### config.mk
export PLATFORM = sky130hd
export DESIGN_NAME = flop_pipe_flat
export DESIGN_NICKNAME = d
export VERILOG_FILES = /design/src/rtl/flop_pipe_if.sv /design/src/rtl/flop_pipe.sv /design/src/flat_wrapper.sv
export SDC_FILE = /design/constraint.sdc
export NUM_CORES = 1
export LEC_CHECK = 0
export BUFFER_PORTS_ARGS = -buffer_cell sky130_fd_sc_hd__clkbuf_2
export CAP_MARGIN = 40
export CORE_AREA = 3 3 40 42
export CTS_CLUSTER_SIZE = 16
export DETAILED_ROUTE_END_ITERATION = 6
export DIE_AREA = 0 0 43 45
export PLACE_DENSITY_LB_ADDON = 0.08
export SYNTH_ARGS = -nofsm -noshare
export SYNTH_HDL_FRONTEND = slang
export SYNTH_SLANG_ARGS = --single-unit
### constraint.sdc
create_clock -name c -period 2.4 [get_ports c]
set_input_delay 0.12 -clock c [delete_from_list [all_inputs] [get_ports c]]
set_output_delay 0.12 -clock c [all_outputs]
set_load 0.02 [all_outputs]
### src/rtl/flop_pipe_if.sv
// Handshake bundle for flop_pipe: producer side (d/d_valid/d_ready), consumer
// side (q/q_valid/q_ready) and the occupancy count.
interface flop_pipe_if #(
  parameter int WIDTH = 4,
  parameter int DEPTH = 2
);
  localparam int CW = $clog2(DEPTH + 1);

  logic [WIDTH-1:0] d;
  logic             d_valid;
  logic             d_ready;
  logic [WIDTH-1:0] q;
  logic             q_valid;
  logic             q_ready;
  logic [CW-1:0]    count;

  // A word crosses either end only in a cycle where valid && ready are both 1.
  // valid never depends on ready; ready may depend combinationally on the far end.
  modport master (output d, d_valid, q_ready, input d_ready, q, q_valid, count);
  modport slave  (input d, d_valid, q_ready, output d_ready, q, q_valid, count);
endinterface

### src/rtl/flop_pipe.sv
// Elastic register pipeline: DEPTH stages of WIDTH-bit flops with per-stage valid,
// bubble collapsing and occupancy count. Define FLOP_PIPE_CLR_EN for the clr flush port.
module flop_pipe #(
  parameter int WIDTH = 4,
  parameter int DEPTH = 2
) (
  input  logic       c,
  input  logic       r,
`ifdef FLOP_PIPE_CLR_EN
  input  logic       clr,
`endif
  flop_pipe_if.slave p
);
  localparam int CW = $clog2(DEPTH + 1);

  logic [WIDTH-1:0] data [DEPTH];
  logic [DEPTH-1:0] v;
  logic [DEPTH-1:0] ld;
  logic [CW-1:0]    cnt;
  logic             flush;

`ifdef FLOP_PIPE_CLR_EN
  assign flush = clr;
`else
  assign flush = 1'b0;
`endif

  // Stage k may load when some stage from k to the output is empty (a bubble
  // downstream will be absorbed) or the consumer is taking the last word.
  always_comb begin
    logic tail_full;
    tail_full = 1'b1;
    ld        = '0;
    for (int k = DEPTH - 1; k >= 0; k--) begin
      tail_full = tail_full & v[k];
      ld[k]     = !tail_full || p.q_ready;
    end
  end

  always_ff @(posedge c or posedge r) begin
    if (r) begin
      v <= '0;
      for (int k = 0; k < DEPTH; k++) data[k] <= '0;
    end else if (flush) begin
      v <= '0;
    end else begin
      if (ld[0]) begin
        v[0] <= p.d_valid;
        if (p.d_valid) data[0] <= p.d;
      end
      // A bubble moving in clears the valid bit but leaves the data register alone.
      for (int k = 1; k < DEPTH; k++) begin
        if (ld[k]) begin
          v[k] <= v[k-1];
          if (v[k-1]) data[k] <= data[k-1];
        end
      end
    end
  end

  always_comb begin
    cnt = '0;
    for (int k = 0; k < DEPTH; k++) cnt = cnt + CW'(v[k]);
  end

  assign p.d_ready = ld[0] & !flush;
  assign p.q       = data[DEPTH-1];
  assign p.q_valid = v[DEPTH-1] & !flush;
  assign p.count   = cnt;
endmodule
### src/flat_wrapper.sv
// flat-port wrapper written by rule: the top's interface ports become plain ports
module flop_pipe_flat 
#(
  parameter int WIDTH = 4,
  parameter int DEPTH = 2
)
  (c, r, p_d, p_d_valid, p_q_ready, p_d_ready, p_q, p_q_valid, p_count);
  flop_pipe_if #(.WIDTH(WIDTH), .DEPTH(DEPTH)) p_i ();
  input  logic c;
  input  logic r;
  input wire logic [$bits(p_i.d)-1:0] p_d;
  input wire logic [$bits(p_i.d_valid)-1:0] p_d_valid;
  input wire logic [$bits(p_i.q_ready)-1:0] p_q_ready;
  output wire logic [$bits(p_i.d_ready)-1:0] p_d_ready;
  output wire logic [$bits(p_i.q)-1:0] p_q;
  output wire logic [$bits(p_i.q_valid)-1:0] p_q_valid;
  output wire logic [$bits(p_i.count)-1:0] p_count;
  assign p_i.d = p_d;
  assign p_i.d_valid = p_d_valid;
  assign p_i.q_ready = p_q_ready;
  assign p_d_ready = p_i.d_ready;
  assign p_q = p_i.q;
  assign p_q_valid = p_i.q_valid;
  assign p_count = p_i.count;
  flop_pipe #(.WIDTH(WIDTH), .DEPTH(DEPTH)) u_core (.c(c), .r(r), .p(p_i));
endmodule
==> results of run 1 <==
==> registers in the layout, summed over array words and instances (netlist names) <==
signal	count
u_core.data	4
u_core.p.q	4
u_core.v	2
==> cell type report <==
cell class	instances	area, µm²	share of cell area [%]
Tap cell	15	18.8	3.18
Multi-Input combinational cell	15	191	32.5
Inverter	2	7.51	1.27
Timing Repair Buffer	16	85.1	14.4
Clock buffer	4	36.3	6.16
Sequential cell	10	250	42.5
==> power groups by stage <==
stage                     clock (mW)  combinational [mW]  sequential, mW
after CTS                      0.157               0.158           0.224
after detailed placement           0               0.155           0.227
after global routing           0.169               0.166           0.228
after global placement             0               0.155           0.226
final                          0.151               0.155           0.224
after floorplan                    0               0.143           0.225
==> how the worst max path moves through the flow <==
stage / start / to / slack, ns
6_report: u_core.v[0]$_DFFE_PP0P_ / p_d_ready / 1.08
5_1_grt: u_core.v[1]$_DFFE_PP0P_ / p_d_ready / 1.00
4_1_cts: u_core.v[1]$_DFFE_PP0P_ / p_d_ready / 1.06
3_5_place_dp: u_core.v[1]$_DFFE_PP0P_ / u_core.data[5]$_DFFE_PP0P_ / 1.13
3_3_place_gp: u_core.v[1]$_DFFE_PP0P_ / u_core.data[7]$_DFFE_PP0P_ / 1.15
2_1_floorplan: u_core.v[1]$_DFFE_PP0P_ / u_core.data[4]$_DFFE_PP0P_ / 0.86
==> metrics by stage <==
stage	total power, mW	cells	setup slack [ns]	instance area, µm²
after global placement	0.381	57	1.15	543
after CTS	0.539	62	1.06	589
after floorplan	0.368	31	0.863	479
after global routing	0.563	62	1.00	589
final	0.530	62	1.08	589
after detailed placement	0.383	57	1.13	543
==> cells in the final DEF, fill, tap and decap left out <==
cell            n
dfrtp_1        10
clkbuf_2       15
clkbuf_4        3
mux2_4          8
o21ai_0         1
clkbuf_8        1
nand2_1         1
ha_1            1
nand2_4         2
dlygate4sd3_1   1
nand2b_4        2
inv_1           2
==> per-layer routing <==
metal	wire length [µm]	track usage, %
met5	0	0
met2	331	12.9
met4	0	3.61
met3	66	5.98
met1	360	12.7
==> worst max-delay path, cell delays in order, from the launching register on <==
cell,delay (ns)
dfrtp_1,0.43
ha_1,0.24
nand2b_4,0.10
clkbuf_2,0.17
==> logic make-up (layout without fill, tap and decap cells) <==
group,after synthesis,in the layout,share of synthesized area [%]
DFF,10,10,52.2
muxes,8,8,25.1
buffers and inverters,6,22,7.83
and+or+nand+nor,5,5,11.2
adders and majority gates,1,1,2.61
AOI/OAI and AO/OA,1,1,1.04
==> run metrics, run 1 <==
reg-to-reg slack, setup=1.13 ns; number of buffers added for setup after CTS=0; Max Root-Sink Buffers=2; worst r2r path cells=4; Fin Hold WS=0.0835 ns; ys async rst share=100%; RSZ-0062 raised after global routing=false; period utilisation layout=55.0%; most instantiated cells after synthesis=dfrtp_1, mux2_4, buf_4; per-cell routed wire length=12.2 µm; RR Startpoint=u_core.v[0]$_DFFE_PP0P_; Placer Congestion=0.665; vias in the first global route=280; Mapped Nets=40; Max rail drop VDD=between 0.0003 and 0.0004 V; setup TNS=0 ns; IO Port Bufs=15; most frequent cell after synthesis=dfrtp_1; Hold Path Class=primary input to flop; Clock Skew=0.00665 ns; status=finished clean; number of vias per cell=4.39; total grt overflow=0; die footprint=0.00194 mm²; fillers=between 100 and 150; Int Power=between 0.3 and 0.4 mW; fin. max-slew vios=0; Global Route Usage Sum=9.68%; die span in x=43 µm; critical path required time=2.28 ns; Arr. time, crit path=1.20 ns; CTS tree=done; post-synth cell types=9; Reg2Reg Capture Point=u_core.data[7]$_DFFE_PP0P_; Cell Pwr Density=about 900 mW/mm²; ANT cells=0; Core Area=0.00128 mm²; final setup fails=0; worst-margin pin slew=0.377 ns; Num CTS Buffers=3; top cell type's share of synthesized area=about 52%; Seq cells post-synth=10; part of the power in registers=42.3%; final WL=758 µm; Mean Syn Cell Area=between 15 and 20 µm²; Finished Core Util=between 40% and 50%; Post-DRT Antenna Nets=0; sequential area share after synthesis=a little over half; Main synth FF type=dfrtp_1; Cell Area, Synth=479 µm²; largest area contributor in the netlist=dfrtp_1; CP Capture Type=output port; Total Nets Final=57; fin crit period=1.32 ns; initial core utilization=around 37%; min-delay src=p_d[2]; Syn. warnings=0; Slew headroom=74.8%; Pleak=0.322 nW; die span in y=~45 µm; layout cells sized above 1=66.0%; largest net degree at the start of global routing=11; std cell rows=13; max cap viols=0; top cells by area, synth=dfrtp_1, mux2_4, buf_4; Final Hold Viols=0; Final HPWL DP=a little under 600 µm; First-pass DRT Iterations=2; Post-CTS Resized=0; total net switching power=around 0.16 mW; CP max FO=3; cts hold-fix bufs=1; Syn Inst Count=31; area grow syn2layout=23.0%; Worst-Skew Late Latency=0.26 ns; sw frac=29.7%; Top Ports=16; WHS Endpoint=u_core.data[6]$_DFFE_PP0P_; Startpoint Class=flop; Logic pwr share=29.2%; Hold Path Stages=2; FMAX=0.757 GHz; first-pass GRT wire length=1310 µm; First DRT Iteration DRCs=3; H-tree Lvls=1; initial antenna violation count=0; clock-pin slew on the worst setup and hold paths=0.07 ns; type of the worst setup path=flop to output port; number of synthesized flops with an enable pin=0; detailed-route DRC error count=0; CTS root buf=clkbuf_4; clock sinks=10; via count=272; Clock power frac=28.5%
(Power assumes the default switching activity.)
==> run 2, diff against run 1 <==
Settings changed: ABC_AREA set to 1.
Clock period 2.4 ns to 1.3 ns, I/O delays scaled along.
==> run 2 against run 1 <==
  * Clock skew decreased by 0.0058 ns
  * Clock power rose by 81%
  * Synthesized area is 5.5% lower
  * Synthesized cell count increased by 55%
  * First-iteration DRC count increased by 130%
  * Global-route usage up 1.1 points
  * Final cell count rose by 31%
  * Highest routed layer unchanged
==> run metrics, run 2 <==
number of vias per cell=4.42; placed instance area=517 µm²; Fin Hold WS=0.0289 ns; Max Root-Sink Buffers=2; fin. max-slew vios=0; clock-pin slew on the worst setup and hold paths=0.06 ns; most frequent cells in the layout=nand2_1, clkbuf_2, dfrtp_1; detailed-route DRC error count=0; Core Area=approximately 0.0013 mm²; RR Startpoint=u_core.v[1]$_DFFE_PP0P_; Clock Skew=0.000828 ns; Num CTS Buffers=3; die footprint=a little under 0.002 mm²; part of the power in registers=43.7%; area grow syn2layout=29.0%; top cells by area, synth=dfrtp_1, nand2_1, nand3_1; min-delay src=p_d[1]; Slew headroom=75.2%; post-route cell area=584 µm²; Startpoint Class=flop; ANT cells=0; fin crit period=1.22 ns; Cell Pwr Density=1540 mW/mm²; final WL=between 800 and 900 µm; Pwr Total=about 0.9 mW; Logic pwr share=26.1%; reg-to-reg slack, setup=about 0.3 ns; Seq cells post-synth=10; FMAX=0.818 GHz; Post-DRT Antenna Nets=0; Hold Path Class=primary input to flop; most instantiated cells after synthesis=nand2_1, dfrtp_1, nand3_1; Hold Path Stages=3; critical path required time=1.24 ns; Placer Congestion=0.650; CTS root buf=clkbuf_4; Syn. warnings=0; Mean Syn Cell Area=9.44 µm²; Int Power=0.621 mW; layout cells sized above 1=a little over two fifths; setup TNS=0 ns; CP max FO=7; status=finished clean; worst r2r path cells=5; final setup fails=0; die span in x=43 µm; Arr. time, crit path=1.16 ns; top cell type's share of synthesized area=55.2%; largest net degree at the start of global routing=11; Clock power frac=30.3%; vias in the first global route=342; Top Ports=16; RSZ-0062 raised after global routing=false; final worst slack=0.0781 ns; H-tree Lvls=1; Pleak=~0.33 nW; non-filler cells, final=81; Final Hold Viols=0; Worst-Skew Late Latency=0.26 ns; First-pass DRT Iterations=3; via count=358; CP Capture Type=output port; Syn Inst Count=48; die span in y=45 µm; largest area contributor in the netlist=dfrtp_1; Max rail drop VDD=0.000798 V; Place WS=0.198 ns; total grt overflow=0; sw frac=31.2%; first-pass GRT wire length=1480 µm; Mapped Nets=57; clock sinks=10; sequential area share after synthesis=55.2%; post-synth cell types=10; total net switching power=between 0.2 and 0.3 mW; Global Route Usage Sum=10.8%; per-cell routed wire length=10.6 µm; std cell rows=13; initial core utilization=35.2%; Cell Area, Synth=453 µm²; max cap viols=0; ys async rst share=100%; WHS Endpoint=u_core.data[5]$_DFFE_PP0P_; most frequent cell after synthesis=nand2_1; Reg2Reg Capture Point=u_core.data[7]$_DFFE_PP0P_; First DRT Iteration DRCs=7; commonest non-fill, non-tap cell in the layout=nand2_1; CTS tree=done; period utilisation layout=a little over nine tenths; initial antenna violation count=0; number of synthesized flops with an enable pin=0; Total Nets Final=76; worst-margin pin slew=0.371 ns; type of the worst setup path=flop to output port; Main synth FF type=dfrtp_1; IO Port Bufs=15; cell count after placement=74; Finished Core Util=roughly 45%
[run 2: changes by cell type in the layout (fill, tap and decap cells not counted), sizes merged]
cell,delta
mux2,-8
nand2b,-2
nand2,+18
nand3,+8
inv,+1
buf,+2
[run 2: how the worst max path moves through the flow]
| stage | start | to | slack (ns) | cells past startpoint |
|---|---|---|---|---|
| 6_report | u_core.v[1]$_DFFE_PP0P_ | p_d_ready | 0.08 | 3 |
| 3_3_place_gp | u_core.v[0]$_DFFE_PP0P_ | u_core.data[5]$_DFFE_PP0P_ | 0.22 | 5 |
| 5_1_grt | u_core.v[1]$_DFFE_PP0P_ | p_d_ready | 0.01 | 3 |
| 2_1_floorplan | u_core.v[1]$_DFFE_PP0P_ | u_core.v[0]$_DFFE_PP0P_ | 0.02 | 4 |
| 3_5_place_dp | u_core.v[0]$_DFFE_PP0P_ | u_core.data[6]$_DFFE_PP0P_ | 0.20 | 5 |
| 4_1_cts | u_core.v[1]$_DFFE_PP0P_ | p_d_ready | 0.01 | 3 |
[run 2: metal layers]
metal | routed length (µm) | share of wire, % | global-route usage, %
met4 | 0 | 0 | 3.61
met2 | 389 | 45 | 17.1
met5 | 0 | 0 | 0
met3 | 66 | 7.7 | 5.98
met1 | 406 | 47 | 12.4
[run 2: critical path: stages, from the launching register on]
cell,delay (ns)
dfrtp_1,0.39
ha_2,0.21
nand2_4,0.11
clkbuf_4,0.18
[run 2: cell type report]
type | instances | area (µm²)
Sequential cell | 10 | 251
Clock buffer | 4 | 36.3
Multi-Input combinational cell | 31 | 164
Inverter | 3 | 11.3
Tap cell | 15 | 18.8
Fill cell | 141 | 701
Timing Repair Buffer | 18 | 103
[run 2: timing repair]
action                     CTS  global route
hold endpoints to repair    10             0
pin swaps                    0             0
buffers inserted             2             0
setup endpoints to repair    1             1
hold buffers                 1             0
resized for setup            2             1
[run 2: power by group through the flow]
stage | sequential (mW) | clock (mW) | combinational [mW]
after floorplan | 0.402 | 0 | 0.186
after global placement | 0.404 | 0 | 0.217
after detailed placement | 0.407 | 0 | 0.217
after CTS | 0.395 | 0.285 | 0.239
after global routing | 0.401 | 0.307 | 0.261
final | 0.394 | 0.273 | 0.235
[run 2: kinds of logic (layout without fill, tap and decap cells)]
group | Yosys count | count (layout) | synth area share, %
AND/OR/NAND/NOR | 29 | 29 | 31.8
adder cells (fa/ha/maj) | 1 | 1 | 2.76
buffers and inverters | 7 | 25 | 9.12
flip-flops | 10 | 10 | 55.2
AO/OA/AOI/OAI | 1 | 1 | 1.10
